[config.mk]
export PLATFORM = sky130hd
export DESIGN_NAME = dmem_port_arbiter
export DESIGN_NICKNAME = d
export VERILOG_FILES = /design/src/rtl/dmem_port_arbiter_pkg.sv /design/src/rtl/dmem_port_arbiter_rr.sv /design/src/rtl/dmem_port_arbiter.sv
export SDC_FILE = /design/constraint.sdc
export NUM_CORES = 1
export LEC_CHECK = 0
export CAP_MARGIN = 10
export CORE_ASPECT_RATIO = 0.9
export CORE_UTILIZATION = 42
export CTS_CLUSTER_DIAMETER = 40
export CTS_CLUSTER_SIZE = 14
export DETAILED_ROUTE_END_ITERATION = 12
export PLACE_DENSITY_LB_ADDON = 0.15
export SLEW_MARGIN = 5
export SYNTH_ARGS = -nofsm -noshare
export SYNTH_HDL_FRONTEND = slang
export SYNTH_SLANG_ARGS = --single-unit
[constraint.sdc]
create_clock -name clk -period 3.7 [get_ports clk]
set_input_delay 0.74 -clock clk [delete_from_list [all_inputs] [get_ports clk]]
set_output_delay 0.74 -clock clk [all_outputs]
set_load 0.05 [all_outputs]
[src/rtl/dmem_port_arbiter_pkg.sv]
// Shared types for the data-memory port arbiter:
// FSM states, requester ids and the round-robin pick rule.
package dmem_port_arbiter_pkg;

  localparam int MEM_LAT_MAX = 8;
  localparam int LAT_CNT_W   = 3;

  typedef enum logic [1:0] {
    ARB_IDLE,
    ARB_ISSUE,
    ARB_WAIT,
    ARB_RESP
  } arb_state_t;

  typedef enum logic {
    REQ_CPU,
    REQ_DMA
  } req_id_t;

  function automatic req_id_t rr_pick(
    input logic    cpu,
    input logic    dma,
    input req_id_t last
  );
    if (cpu && dma)
      return (last == REQ_CPU) ? REQ_DMA : REQ_CPU;
    return cpu ? REQ_CPU : REQ_DMA;
  endfunction

endpackage

[src/rtl/dmem_port_arbiter_rr.sv]
// Two-input round-robin pick with its last-grant pointer.
// Pointer moves only when a grant is actually taken.
module rr_arbiter2
  import dmem_port_arbiter_pkg::*;
(
  input  logic    clk,
  input  logic    rst_n,
  input  logic    i_cpu_req,
  input  logic    i_dma_req,
  input  logic    i_grant_en,
  output logic    o_valid,
  output req_id_t o_id
);

  req_id_t r_last;

  assign o_valid = i_cpu_req | i_dma_req;
  assign o_id    = rr_pick(i_cpu_req, i_dma_req, r_last);

  always_ff @(posedge clk or negedge rst_n) begin
    if (!rst_n) begin
      r_last <= REQ_DMA;
    end else if (i_grant_en && o_valid) begin
      r_last <= o_id;
    end
  end

endmodule

[src/rtl/dmem_port_arbiter.sv]
// Shares the single-port DataMemory between CPU and DMA:
// one transaction in flight, fixed-latency read return.
module dmem_port_arbiter
  import dmem_port_arbiter_pkg::*;
#(
  parameter int DATA_W  = 19,
  parameter int ADDR_W  = 19,
  parameter int MEM_LAT = 1
) (
  input  logic              clk,
  input  logic              reset,
  input  logic              cpu_req,
  input  logic              cpu_we,
  input  logic [ADDR_W-1:0] cpu_addr,
  input  logic [DATA_W-1:0] cpu_wdata,
  output logic              cpu_gnt,
  output logic              cpu_rvalid,
  output logic [DATA_W-1:0] cpu_rdata,
  input  logic              dma_req,
  input  logic              dma_we,
  input  logic [ADDR_W-1:0] dma_addr,
  input  logic [DATA_W-1:0] dma_wdata,
  output logic              dma_gnt,
  output logic              dma_rvalid,
  output logic [DATA_W-1:0] dma_rdata,
  output logic [ADDR_W-1:0] mem_addr,
  output logic [DATA_W-1:0] mem_wdata,
  output logic              mem_rd,
  output logic              mem_wr,
  input  logic [DATA_W-1:0] mem_rdata,
  output logic              busy
);

  if (MEM_LAT < 1 || MEM_LAT > MEM_LAT_MAX) begin : g_bad_lat
    $error("dmem_port_arbiter: MEM_LAT must be 1..8");
  end

  localparam logic [LAT_CNT_W-1:0] LAT_LAST =
    LAT_CNT_W'(MEM_LAT - 1);

  arb_state_t           r_state;
  req_id_t              r_owner;
  logic                 r_we;
  logic [LAT_CNT_W-1:0] r_lat;
  logic [DATA_W-1:0]    r_rdata;
  logic [ADDR_W-1:0]    r_mem_addr;
  logic [DATA_W-1:0]    r_mem_wdata;
  logic                 r_mem_rd;
  logic                 r_mem_wr;
  logic                 r_cpu_gnt;
  logic                 r_dma_gnt;
  logic                 r_cpu_rvalid;
  logic                 r_dma_rvalid;

  logic                 w_grant_en;
  logic                 w_valid;
  req_id_t              w_pick;
  logic                 w_sel_dma;
  logic                 w_sel_we;
  logic [ADDR_W-1:0]    w_sel_addr;
  logic [DATA_W-1:0]    w_sel_wdata;

  assign w_grant_en  = (r_state == ARB_IDLE);
  assign w_sel_dma   = (w_pick == REQ_DMA);
  assign w_sel_we    = w_sel_dma ? dma_we    : cpu_we;
  assign w_sel_addr  = w_sel_dma ? dma_addr  : cpu_addr;
  assign w_sel_wdata = w_sel_dma ? dma_wdata : cpu_wdata;

  rr_arbiter2 u_rr (
    .clk        (clk),
    .rst_n      (reset),
    .i_cpu_req  (cpu_req),
    .i_dma_req  (dma_req),
    .i_grant_en (w_grant_en),
    .o_valid    (w_valid),
    .o_id       (w_pick)
  );

  always_ff @(posedge clk or negedge reset) begin
    if (!reset) begin
      r_state      <= ARB_IDLE;
      r_owner      <= REQ_CPU;
      r_we         <= 1'b0;
      r_lat        <= '0;
      r_rdata      <= '0;
      r_mem_addr   <= '0;
      r_mem_wdata  <= '0;
      r_mem_rd     <= 1'b0;
      r_mem_wr     <= 1'b0;
      r_cpu_gnt    <= 1'b0;
      r_dma_gnt    <= 1'b0;
      r_cpu_rvalid <= 1'b0;
      r_dma_rvalid <= 1'b0;
    end else begin
      r_mem_rd     <= 1'b0;
      r_mem_wr     <= 1'b0;
      r_cpu_gnt    <= 1'b0;
      r_dma_gnt    <= 1'b0;
      r_cpu_rvalid <= 1'b0;
      r_dma_rvalid <= 1'b0;
      unique case (r_state)
        ARB_IDLE: begin
          if (w_valid) begin
            r_owner     <= w_pick;
            r_we        <= w_sel_we;
            r_mem_addr  <= w_sel_addr;
            r_mem_wdata <= w_sel_wdata;
            r_mem_wr    <= w_sel_we;
            r_mem_rd    <= ~w_sel_we;
            r_cpu_gnt   <= ~w_sel_dma;
            r_dma_gnt   <= w_sel_dma;
            r_state     <= ARB_ISSUE;
          end
        end
        ARB_ISSUE: begin
          r_lat   <= '0;
          r_state <= r_we ? ARB_IDLE : ARB_WAIT;
        end
        ARB_WAIT: begin
          // mem_rdata is valid only in the last wait cycle
          if (r_lat == LAT_LAST) begin
            r_rdata      <= mem_rdata;
            r_cpu_rvalid <= (r_owner == REQ_CPU);
            r_dma_rvalid <= (r_owner == REQ_DMA);
            r_state      <= ARB_RESP;
          end else begin
            r_lat <= r_lat + LAT_CNT_W'(1);
          end
        end
        ARB_RESP: begin
          r_state <= ARB_IDLE;
        end
        default: r_state <= ARB_IDLE;
      endcase
    end
  end

  assign cpu_gnt    = r_cpu_gnt;
  assign dma_gnt    = r_dma_gnt;
  assign cpu_rvalid = r_cpu_rvalid;
  assign dma_rvalid = r_dma_rvalid;
  assign cpu_rdata  = r_rdata;
  assign dma_rdata  = r_rdata;
  assign mem_addr   = r_mem_addr;
  assign mem_wdata  = r_mem_wdata;
  assign mem_rd     = r_mem_rd;
  assign mem_wr     = r_mem_wr;
  assign busy       = (r_state != ARB_IDLE);

endmodule

==> impl_metrics.ini <==
[floorplanning]
fp-row-count = 30
die_h_um = 87.32
io_pins = 184
die_w_um = 96.80
start_util_pct = 44.15
die-area_mm2 = 0.008453
coreArea_mm2 = 0.007695

[synthesis]
synthesis.instances = 344
synth_seq_area_share_pct = 52.34
ys_warn_count = 0
syn_avg_cell_area_um2 = 9.875
syn_area_mm2 = 0.003397
ys_ff_latch = 71
synth.distinct_cells = 26
syn-num-nets = 447

[clock_tree]
htree_levels = 3
cts_setup_buffers = 0
root_buffer = clkbuf_8
clk_path_buf_depth = 2
clk_latency_ns = 0.35
cts_resized = 0
cts_tree = built
cts_buffers = 9
cts_sinks = 71
clkTransAtPathRegs_ns = 0.07
ctsHoldBuffers = 0

[power]
p_sw_share_pct = 52.64
p_clk_share_pct = 10.4
ir_drop_mv = 0.5965
powerDensity_mw_per_mm2 = 1039
p_int_w = 0.002587
p_comb_share_pct = 64.0
p_leak_nw = 2.057
seqPwrFrac_pct = 25.6
switchingPower_w = 0.002876

[timing]
finalCriticalPeriod_ns = 2.634
drv_slew = 0
worstMarginPinSlew_ns = 1.053
max_freq_ghz = 0.3797
hold_violations = 0
final-setup-viol-count = 0
tns_ns = 0
rsz0062_at_grt = no
clock_skew_ns = 0.007935
relSlewSlack_pct = 29.75
finalCritPeriodShare_pct = 71.19

[grt]
grt-ovfl-total = 0
first_global_vias = 3076
grt.total_usage_pct = 23.39
antenna_found_initial = 0
grt_pass1_wl_mm = 15.59
grt_max_degree = 72

[status]
status = complete, no violations

[setup_path]
critPathSlowestCell = clkdlybuf4s50_1
reg2reg_setup_slack_ns = 1.33
crit_path_end_kind = output pin
reg2reg_depth = 5
crit_fanout = 11
cp-endpoint = busy
crit_type = reg -> out
worstReg2RegEnd = mem_addr[7]$_DFFE_PN0P_
startpoint_type = flop
arrival_ns = 1.89
cp_slowest_stage_delay_ns = 0.81
required_ns = 2.96
path_cells = nor2_4, inv_1, clkdlybuf4s50_1

[job]
maxCapViolations = 0

[final_layout]
synthToLayoutAreaGrowth_pct = 54.77
fin_cells = 591
final_common_cell = clkdlybuf4s50_1
final_cell_mix = clkdlybuf4s50_1, dfrtp_1, a21oi_1
drive_gt1_share_pct = 9.495
antennaDiodeCount = 0
fin_nets = 593
final_util_pct = 68.33

[place]
place_congestion = 0.7857
portBuffers = 183
dp.cells = 575
dp_hpwl_mm = 7.023

[drt]
ant_nets = 0
finalWirelength_mm = 10.13
post_drt_wl_per_cell_um = 17.14
drc = 0
via_per_inst = 5.562
dr.pass1.iters = 5
vias = 3287
drt_iter0_drc = 170

[hold_path]
hold_class = reg -> reg
cell type report:
class	count	area, µm²
multi-input cells	213	1281
repair buffers	190	1877
fillers	630	2437
clock inverters	6	45.04
clock buffers	10	137.6
well taps	96	120.1
flip-flops and latches	71	1778
inverters	5	18.77
how the worst min path moves through the flow:
stage,startpoint,endpoint,slack (ns),cells past startpoint
2_1_floorplan,r_owner$_DFFE_PN0P_,cpu_rvalid$_DFF_PN0_,0.43,1
3_3_place_gp,r_we$_DFFE_PN0P_,flop,0.45,1
3_5_place_dp,r_owner$_DFFE_PN0P_,cpu_rvalid$_DFF_PN0_,0.46,1
4_1_cts,r_owner$_DFFE_PN0P_,cpu_rvalid$_DFF_PN0_,0.47,1
5_1_grt,r_owner$_DFFE_PN0P_,cpu_rvalid$_DFF_PN0_,0.50,1
6_report,r_owner$_DFFE_PN0P_,cpu_rvalid$_DFF_PN0_,0.47,1
power by group through the flow:
stage | sequential (W) | combinational (W) | clock, W
finish | 0.00140 | 0.00349 | 0.000570
global route | 0.00145 | 0.00364 | 0.000619
CTS | 0.00140 | 0.00351 | 0.000582
detailed placement | 0.00141 | 0.00351 | 0
global placement | 0.00139 | 0.00347 | 0
floorplan | 0.00253 | 0.00133 | 0
logic make-up (layout without fill, tap and decap cells):
logic type / count (synthesis) / in the layout / share of synthesized area, %
fa+ha+maj: 2 / 2 / 0.7365
mux: 19 / 19 / 6.298
buf+inv: 60 / 211 / 10.24
compound gates: 132 / 132 / 21.33
flops: 71 / 71 / 52.34
simple gates: 60 / 60 / 9.061
synthesized netlist by cell type:
master | count | area (µm²)
o21ai_0 | 42 | 210.2
o211ai_1 | 1 | 7.510
nand2_1 | 3 | 11.26
and3_1 | 1 | 6.260
and2_1 | 2 | 12.51
dfrtp_1 | 70 | 1752
o22a_1 | 2 | 17.52
dfstp_2 | 1 | 26.28
mux2_2 | 19 | 214.0
ha_1 | 2 | 25.02
buf_4 | 19 | 142.6
nor2_1 | 4 | 15.01
clkbuf_2 | 1 | 5.000
buf_6 | 6 | 67.56
nand2b_1 | 4 | 25.02
a31oi_1 | 41 | 256.5
nand3_1 | 39 | 195.2
buf_2 | 4 | 20.02
a21oi_1 | 43 | 215.2
inv_1 | 5 | 18.77
nor2b_1 | 5 | 31.28
o21ai_1 | 1 | 5.000
or2_0 | 1 | 6.260
nor3_1 | 1 | 5.000
o22ai_1 | 2 | 12.51
clkbuf_1 | 25 | 93.84
flip-flops by register name, indices dropped and copies added (netlist names), named ones only:
register     cells
r_we             1
mem_rd           1
mem_wr           1
u_rr.r_last      1
mem_addr        19
r_owner          1
cpu_rdata       19
cpu_rvalid       1
mem_wdata       19
dma_gnt          1
dma_rvalid       1
cpu_gnt          1
r_state          1
r_lat            3
routing by layer:
layer	vias to the layer above	global-route usage, %	share of wire, %	wire, µm
met5	-	0	0	0
met4	0	7.056	1.3	130
met3	13	6.019	7.7	775
met2	166	40.46	51	5121
met1	1589	29.05	40	4101
li1	1519	-	-	-
through the flow:
step / power [W] / area [µm²] / setup slack, ns / hold slack, ns
5_1_grt: 0.005714 / 5258 / 0.9823 / 0.5026
2_1_floorplan: 0.003863 / 3397 / 1.843 / 0.4277
3_5_place_dp: 0.004925 / 5075 / 1.145 / 0.4640
3_3_place_gp: 0.004852 / 5075 / 1.188 / 0.4525
6_report: 0.005463 / 5258 / 1.066 / 0.4685
4_1_cts: 0.005496 / 5258 / 1.045 / 0.4744
critical path, delay by kind of cell (launching register included):
kind,cells,cell delay [ns]
buffers and inverters,2,0.91
AND/OR/NAND/NOR,1,0.07
flip-flops,1,0.57
Note: power is estimated with default switching activity, not from simulation.
